## config.mk

```make
export PLATFORM = sky130hd
export DESIGN_NAME = ipv4_header_framer
export DESIGN_NICKNAME = d
export VERILOG_FILES = /design/src/rtl/ipv4_pkg.sv /design/src/rtl/ipv4_checksum_calculator.sv /design/src/rtl/ipv4_header_framer.sv
export SDC_FILE = /design/constraint.sdc
export NUM_CORES = 1
export LEC_CHECK = 0
export ABC_AREA = 1
export CORE_ASPECT_RATIO = 0.8
export CORE_MARGIN = 2
export CORE_UTILIZATION = 27
export DETAILED_ROUTE_END_ITERATION = 8
export DONT_BUFFER_PORTS = 1
export GPL_ROUTABILITY_DRIVEN = 0
export PLACE_DENSITY_LB_ADDON = 0.3
export SLEW_MARGIN = 20
export SYNTH_ARGS = -nofsm -noshare
export SYNTH_HDL_FRONTEND = slang
export SYNTH_SLANG_ARGS = --single-unit
```

## constraint.sdc

```tcl
create_clock -name CLK -period 13.15 [get_ports CLK]
set_input_delay 1.315 -clock CLK [delete_from_list [all_inputs] [get_ports CLK]]
set_output_delay 1.315 -clock CLK [all_outputs]
set_load 0.01 [all_outputs]
```

## src/rtl/ipv4_pkg.sv

```systemverilog
// Shared types for the IPv4 header framer and its checksum sub-module.
package ipv4_pkg;

    localparam int IPV4_HDR_BYTES = 20;

    typedef enum logic [1:0] {
        IDLE    = 2'd0,
        HEADER  = 2'd1,
        PAYLOAD = 2'd2
    } framer_state_t;

    typedef struct packed {
        logic [7:0]  version;
        logic [7:0]  service_type;
        logic [15:0] length;
        logic [15:0] identification;
        logic [15:0] flags_frag;
        logic [7:0]  ttl;
        logic [7:0]  protocol;
        logic [31:0] src;
        logic [31:0] dst;
    } ipv4_hdr_t;

    // Addresses go out as [23:16], [31:24], [7:0], [15:8]
    function automatic logic [7:0] ip_wire_byte(
        input logic [31:0] ip,
        input logic [1:0]  k
    );
        logic [7:0] b;
        case (k)
            2'd0:    b = ip[23:16];
            2'd1:    b = ip[31:24];
            2'd2:    b = ip[7:0];
            default: b = ip[15:8];
        endcase
        return b;
    endfunction

endpackage

```

## src/rtl/ipv4_checksum_calculator.sv

```systemverilog
// Combinational IPv4 header checksum over the latched header fields.
module ipv4_checksum_calculator
    import ipv4_pkg::*;
(
    input  ipv4_hdr_t   i_hdr,
    output logic [15:0] o_checksum
);

    logic [19:0] w_sum;
    logic [16:0] w_fold1;
    logic [16:0] w_fold2;

    // Words are summed in wire byte order, checksum field taken as zero
    assign w_sum = 20'({i_hdr.version, i_hdr.service_type})
                 + 20'(i_hdr.length)
                 + 20'(i_hdr.identification)
                 + 20'(i_hdr.flags_frag)
                 + 20'({i_hdr.ttl, i_hdr.protocol})
                 + 20'({i_hdr.src[23:16], i_hdr.src[31:24]})
                 + 20'({i_hdr.src[7:0], i_hdr.src[15:8]})
                 + 20'({i_hdr.dst[23:16], i_hdr.dst[31:24]})
                 + 20'({i_hdr.dst[7:0], i_hdr.dst[15:8]});

    assign w_fold1 = 17'(w_sum[15:0]) + 17'(w_sum[19:16]);
    assign w_fold2 = 17'(w_fold1[15:0]) + 17'(w_fold1[16]);
    assign o_checksum = ~w_fold2[15:0];

endmodule

```

## src/rtl/ipv4_header_framer.sv

```systemverilog
// IPv4 framer: 20-byte header with checksum, then payload pass-through.
// Define IPV4_FRAMER_LENGTH_CHECK_EN to enable the payload length check.
module ipv4_header_framer
    import ipv4_pkg::*;
#(
    parameter int COUNT_W = 16
) (
    input  logic        CLK,
    input  logic        RESET_N,
    input  logic        HDR_VALID,
    output logic        HDR_READY,
    input  logic [7:0]  VERSION,
    input  logic [7:0]  SERVICE_TYPE,
    input  logic [15:0] LENGTH,
    input  logic [15:0] IDENTIFICATION,
    input  logic [15:0] FLAGS_AND_FRAGMENT,
    input  logic [7:0]  TTL,
    input  logic [7:0]  PROTOCOL,
    input  logic [31:0] SRC_IP_ADDRESS,
    input  logic [31:0] DST_IP_ADDRESS,
    input  logic [7:0]  PAYLOAD_TDATA,
    input  logic        PAYLOAD_TVALID,
    output logic        PAYLOAD_TREADY,
    input  logic        PAYLOAD_TLAST,
    output logic [7:0]  OUT_TDATA,
    output logic        OUT_TVALID,
    input  logic        OUT_TREADY,
    output logic        OUT_TLAST,
    output logic        BUSY,
    output logic        LENGTH_ERR
);

    if (COUNT_W < 16) begin : g_count_w_check
        $error("COUNT_W must be at least 16");
    end

    framer_state_t r_state;
    ipv4_hdr_t     r_hdr;
    logic [4:0]    r_byte_idx;
    logic          r_ready_en;

    ipv4_hdr_t     w_hdr_in;
    logic [15:0]   w_checksum;
    logic [7:0]    w_hdr_byte;
    logic          w_hdr_fire;
    logic          w_out_fire;
    logic          w_pay_fire;
    logic          w_last_byte;
    logic          w_hdr_only;

    assign w_hdr_in = {VERSION, SERVICE_TYPE, LENGTH, IDENTIFICATION,
                       FLAGS_AND_FRAGMENT, TTL, PROTOCOL,
                       SRC_IP_ADDRESS, DST_IP_ADDRESS};

    ipv4_checksum_calculator u_csum (
        .i_hdr      (r_hdr),
        .o_checksum (w_checksum)
    );

    // Ready is held off for the first cycle out of reset
    assign HDR_READY   = r_ready_en && (r_state == IDLE);
    assign BUSY        = (r_state != IDLE);
    assign w_hdr_fire  = HDR_VALID && HDR_READY;
    assign w_out_fire  = OUT_TVALID && OUT_TREADY;
    assign w_pay_fire  = PAYLOAD_TVALID && PAYLOAD_TREADY;
    assign w_last_byte = (r_byte_idx == 5'(IPV4_HDR_BYTES - 1));
    assign w_hdr_only  = (r_hdr.length <= 16'(IPV4_HDR_BYTES));

    always_comb begin
        w_hdr_byte = 8'h00;
        case (r_byte_idx)
            5'd0:  w_hdr_byte = r_hdr.version;
            5'd1:  w_hdr_byte = r_hdr.service_type;
            5'd2:  w_hdr_byte = r_hdr.length[15:8];
            5'd3:  w_hdr_byte = r_hdr.length[7:0];
            5'd4:  w_hdr_byte = r_hdr.identification[15:8];
            5'd5:  w_hdr_byte = r_hdr.identification[7:0];
            5'd6:  w_hdr_byte = r_hdr.flags_frag[15:8];
            5'd7:  w_hdr_byte = r_hdr.flags_frag[7:0];
            5'd8:  w_hdr_byte = r_hdr.ttl;
            5'd9:  w_hdr_byte = r_hdr.protocol;
            5'd10: w_hdr_byte = w_checksum[15:8];
            5'd11: w_hdr_byte = w_checksum[7:0];
            5'd12, 5'd13, 5'd14, 5'd15:
                w_hdr_byte = ip_wire_byte(r_hdr.src, r_byte_idx[1:0]);
            5'd16, 5'd17, 5'd18, 5'd19:
                w_hdr_byte = ip_wire_byte(r_hdr.dst, r_byte_idx[1:0]);
            default: w_hdr_byte = 8'h00;
        endcase
    end

    always_comb begin
        OUT_TVALID     = 1'b0;
        OUT_TDATA      = 8'h00;
        OUT_TLAST      = 1'b0;
        PAYLOAD_TREADY = 1'b0;
        unique case (r_state)
            HEADER: begin
                OUT_TVALID = 1'b1;
                OUT_TDATA  = w_hdr_byte;
                OUT_TLAST  = w_last_byte && w_hdr_only;
            end
            PAYLOAD: begin
                OUT_TVALID     = PAYLOAD_TVALID;
                OUT_TDATA      = PAYLOAD_TDATA;
                OUT_TLAST      = PAYLOAD_TLAST;
                PAYLOAD_TREADY = OUT_TREADY;
            end
            default: ;
        endcase
    end

    always_ff @(posedge CLK or negedge RESET_N) begin
        if (!RESET_N) begin
            r_state    <= IDLE;
            r_hdr      <= '0;
            r_byte_idx <= 5'd0;
            r_ready_en <= 1'b0;
        end else begin
            r_ready_en <= 1'b1;
            unique case (r_state)
                IDLE: begin
                    if (w_hdr_fire) begin
                        r_hdr      <= w_hdr_in;
                        r_byte_idx <= 5'd0;
                        r_state    <= HEADER;
                    end
                end
                HEADER: begin
                    if (w_out_fire) begin
                        if (w_last_byte) begin
                            r_state <= w_hdr_only ? IDLE : PAYLOAD;
                        end else begin
                            r_byte_idx <= r_byte_idx + 5'd1;
                        end
                    end
                end
                PAYLOAD: begin
                    if (w_pay_fire && PAYLOAD_TLAST) begin
                        r_state <= IDLE;
                    end
                end
                default: r_state <= IDLE;
            endcase
        end
    end

`ifdef IPV4_FRAMER_LENGTH_CHECK_EN
    logic [COUNT_W-1:0] r_beat_cnt;
    logic               r_len_err;
    logic [COUNT_W-1:0] w_beat_next;
    logic [COUNT_W-1:0] w_beat_exp;

    assign w_beat_next = r_beat_cnt + COUNT_W'(1);
    assign w_beat_exp  = COUNT_W'(r_hdr.length) - COUNT_W'(IPV4_HDR_BYTES);

    always_ff @(posedge CLK or negedge RESET_N) begin
        if (!RESET_N) begin
            r_beat_cnt <= '0;
            r_len_err  <= 1'b0;
        end else begin
            r_len_err <= 1'b0;
            if (w_hdr_fire) begin
                r_beat_cnt <= '0;
            end
            if ((r_state == HEADER) && w_out_fire && w_last_byte
                && (r_hdr.length < 16'(IPV4_HDR_BYTES))) begin
                r_len_err <= 1'b1;
            end
            if (w_pay_fire) begin
                r_beat_cnt <= w_beat_next;
                if (PAYLOAD_TLAST && (w_beat_next != w_beat_exp)) begin
                    r_len_err <= 1'b1;
                end
            end
        end
    end

    assign LENGTH_ERR = r_len_err;
`else
    assign LENGTH_ERR = 1'b0;
`endif

endmodule

```

==> results.cfg <==
[run_status]
status = finished, final reports clean

[synth]
ys_seq_area_frac = 0.313
async_flop_share = 1.00
synth_fp_nets = 1908
synth.largest_area_cell = dfrtp_1
syn_avg_cell_area_um2 = 7.59
ys_types = 50
synth_edf_count = 0
syn_area_um2 = 12200
yosys_warnings = 0
ys_ff_latch = 152
syn_inst = 1602
yosysTopAreaCellShare = 0.313
ys.flop_type = dfrtp_1
ys_top_cells_by_area = dfrtp_1 (31%), nand2_1 (18%), fa_1 (16%)

[critical_path]
required_ns = 11.84
reg2reg_slack_ns = 10.13
crit_end = OUT_TDATA[6]
critPathMaxFanout = 6
setup.worst_path.class = flip-flop to primary output
max_stage_delay_ns = 0.55
r2r-end = r_hdr[111]
path_buf_inv = 6
crit_top_cell = nand2_1
r2r_start = r_state[1]
end_kind = primary output
crit_family = adder cells
cp.depth = 55
crit_path_start_kind = flip-flop
reg2reg_depth = 9
cp_slowest_cell = fa_1
startpoint = r_hdr[112]
worst-endpoint-arrival_ns = 9.72

[hold_path]
hold_class = flip-flop to flip-flop

[cts]
clock-root-buffer = clkbuf_16
clockBufferDepth = 2
clk_pin_slew_ns = 0.07
cts_made_buffers = 17
cts_resized = 0
cts_sinks = 152
htreeDepth = 4
clock_latency_ns = 0.46
cts_tree = yes
ctsHoldBuffers = 0
cts_setup_buffers = 0

[cells_and_area]
drive_gt1_frac = 0.0509
nNetsFinal = 1885
final_cells = 2196
nFillCells = 4819
finish.utilization = 0.300
synthToLayoutAreaGrowth_pct = 9.88

[placement]
io_buffers = 0
place_inst = 2163
dpl.hpwl_mm = 36.6

[drt]
drtIter0Drc = 1038
top_layer_used = met4
final_antenna_net_count = 0
route.met2.wl_mm = 17.2
drcViolationCount = 0
drt-total-wl_mm = 44.3
wl_per_cell_um = 20.2
wl_met3_mm = 5.48
drt_first_pass_iters = 5
viasPerCell = 4.82
route.vias.total = 10600
met1_length_mm = 20.8

[floorplan]
die_y_um = 194
boundaryPins = 172
die_width_um = 241
rows = 69
die_area_um2 = 46700
core_um2 = 44500
start_util = 0.273

[global_routing]
grt_pass1_vias = 10300
grt_max_degree = 153
overflow = 0
grt_util_all_layers = 0.191
grt_pass1_wl_mm = 65.0
antenna_found_initial = 4

[sta]
period_share = 0.839
fmax_mhz = 90.6
finalSetupViolCount = 0
grt_setup_unrepaired = false
tightestPinTransition_ns = 1.08
fin_crit_ns = 11.04
final_max_slew_viol_count = 0
clock_skew_ns = 0.0160
tns_ns = 0
hold_viol = 0
slew_headroom = 0.273

[job]
max_cap_violations = 0
-- layout by cell type, fill, tap and decap left out, drive strengths merged, types with 24 or more instances in the layout --
cell   count
a21oi     54
nor2      87
o21ai     76
nand2    591
fa        97
nand3     63
ha        51
dfrtp    152
inv      265
nand4     24
-- tightest hold or removal path, cell delays in order (launching register included) --
cell and delay, ns:
dfrtp_1 0.36, nand2_1 0.06, nand2_1 0.06
-- sequential cells by signal, indices dropped and copies added, names as in the netlist --
| name | flops |
|---|---|
| r_byte_idx | 5 |
| r_ready_en | 1 |
| r_hdr | 144 |
| r_state | 2 |
-- Yosys cell counts, types with 7 or more instances --
cell type,number
nand2_1,577
inv_1,248
dfrtp_1,152
fa_1,97
nor2_1,75
o21ai_0,75
nand3_1,56
a21oi_1,52
ha_1,51
clkbuf_1,38
nand4_1,24
a221oi_1,22
xor2_1,15
nand2_2,13
inv_2,9
o211ai_1,8
nand3_2,7
-- final cells by class --
type / instances / area, µm² / share of cell area
well taps: 603 / 754 / 0.0565
diodes: 1 / 2.50 / 0.000187
multi-input cells: 1146 / 7210 / 0.540
flip-flops and latches: 152 / 3800 / 0.285
clock buffers: 19 / 433 / 0.0324
repair buffers: 3 / 22.5 / 0.00169
clock inverters: 13 / 158 / 0.0118
inverters: 259 / 977 / 0.0732
-- logic make-up (layout without fill, tap and decap cells) --
family	Yosys count	count (layout)	share of synthesized area
compound gates	199	199	0.100
xor+xnor	20	20	0.0144
fa+ha+maj	148	148	0.212
buf+inv	304	294	0.0949
flops	152	152	0.313
other cells	2	3	0.000618
simple gates	777	777	0.265
-- worst min path at each step --
| stage | startpoint | end | slack, ns | cells past startpoint |
|---|---|---|---|---|
| 2_1_floorplan | r_hdr[140] | r_hdr[140] | 0.47 | 2 |
| 3_3_place_gp | r_hdr[128] | r_hdr[128] | 0.50 | 2 |
| 3_5_place_dp | r_hdr[128] | r_hdr[128] | 0.50 | 2 |
| 4_1_cts | RESET_N | r_hdr[64] | 0.52 | 0 |
| 5_1_grt | RESET_N | r_hdr[92] | 0.53 | 0 |
| 6_report | r_hdr[128] | r_hdr[128] | 0.52 | 2 |
-- through the flow --
step	worst slack, ns	hold WS [ns]	instance area (µm²)
after global routing	1.12	0.534	13400
after detailed placement	2.68	0.501	12800
after global placement	2.87	0.499	12800
after floorplan	3.58	0.475	12200
after CTS	2.16	0.516	13400
final	2.11	0.516	13400
-- per-layer routing --
metal  up-vias  global-route usage
li1       4969                   -
met1      5070               0.281
met2       497               0.250
met3        54              0.0837
met4         0              0.0460
met5         -                   0
Power is left out: the tool's default activity adds up to more than one toggle a clock period on the data nets, which glitch-free logic cannot reach.
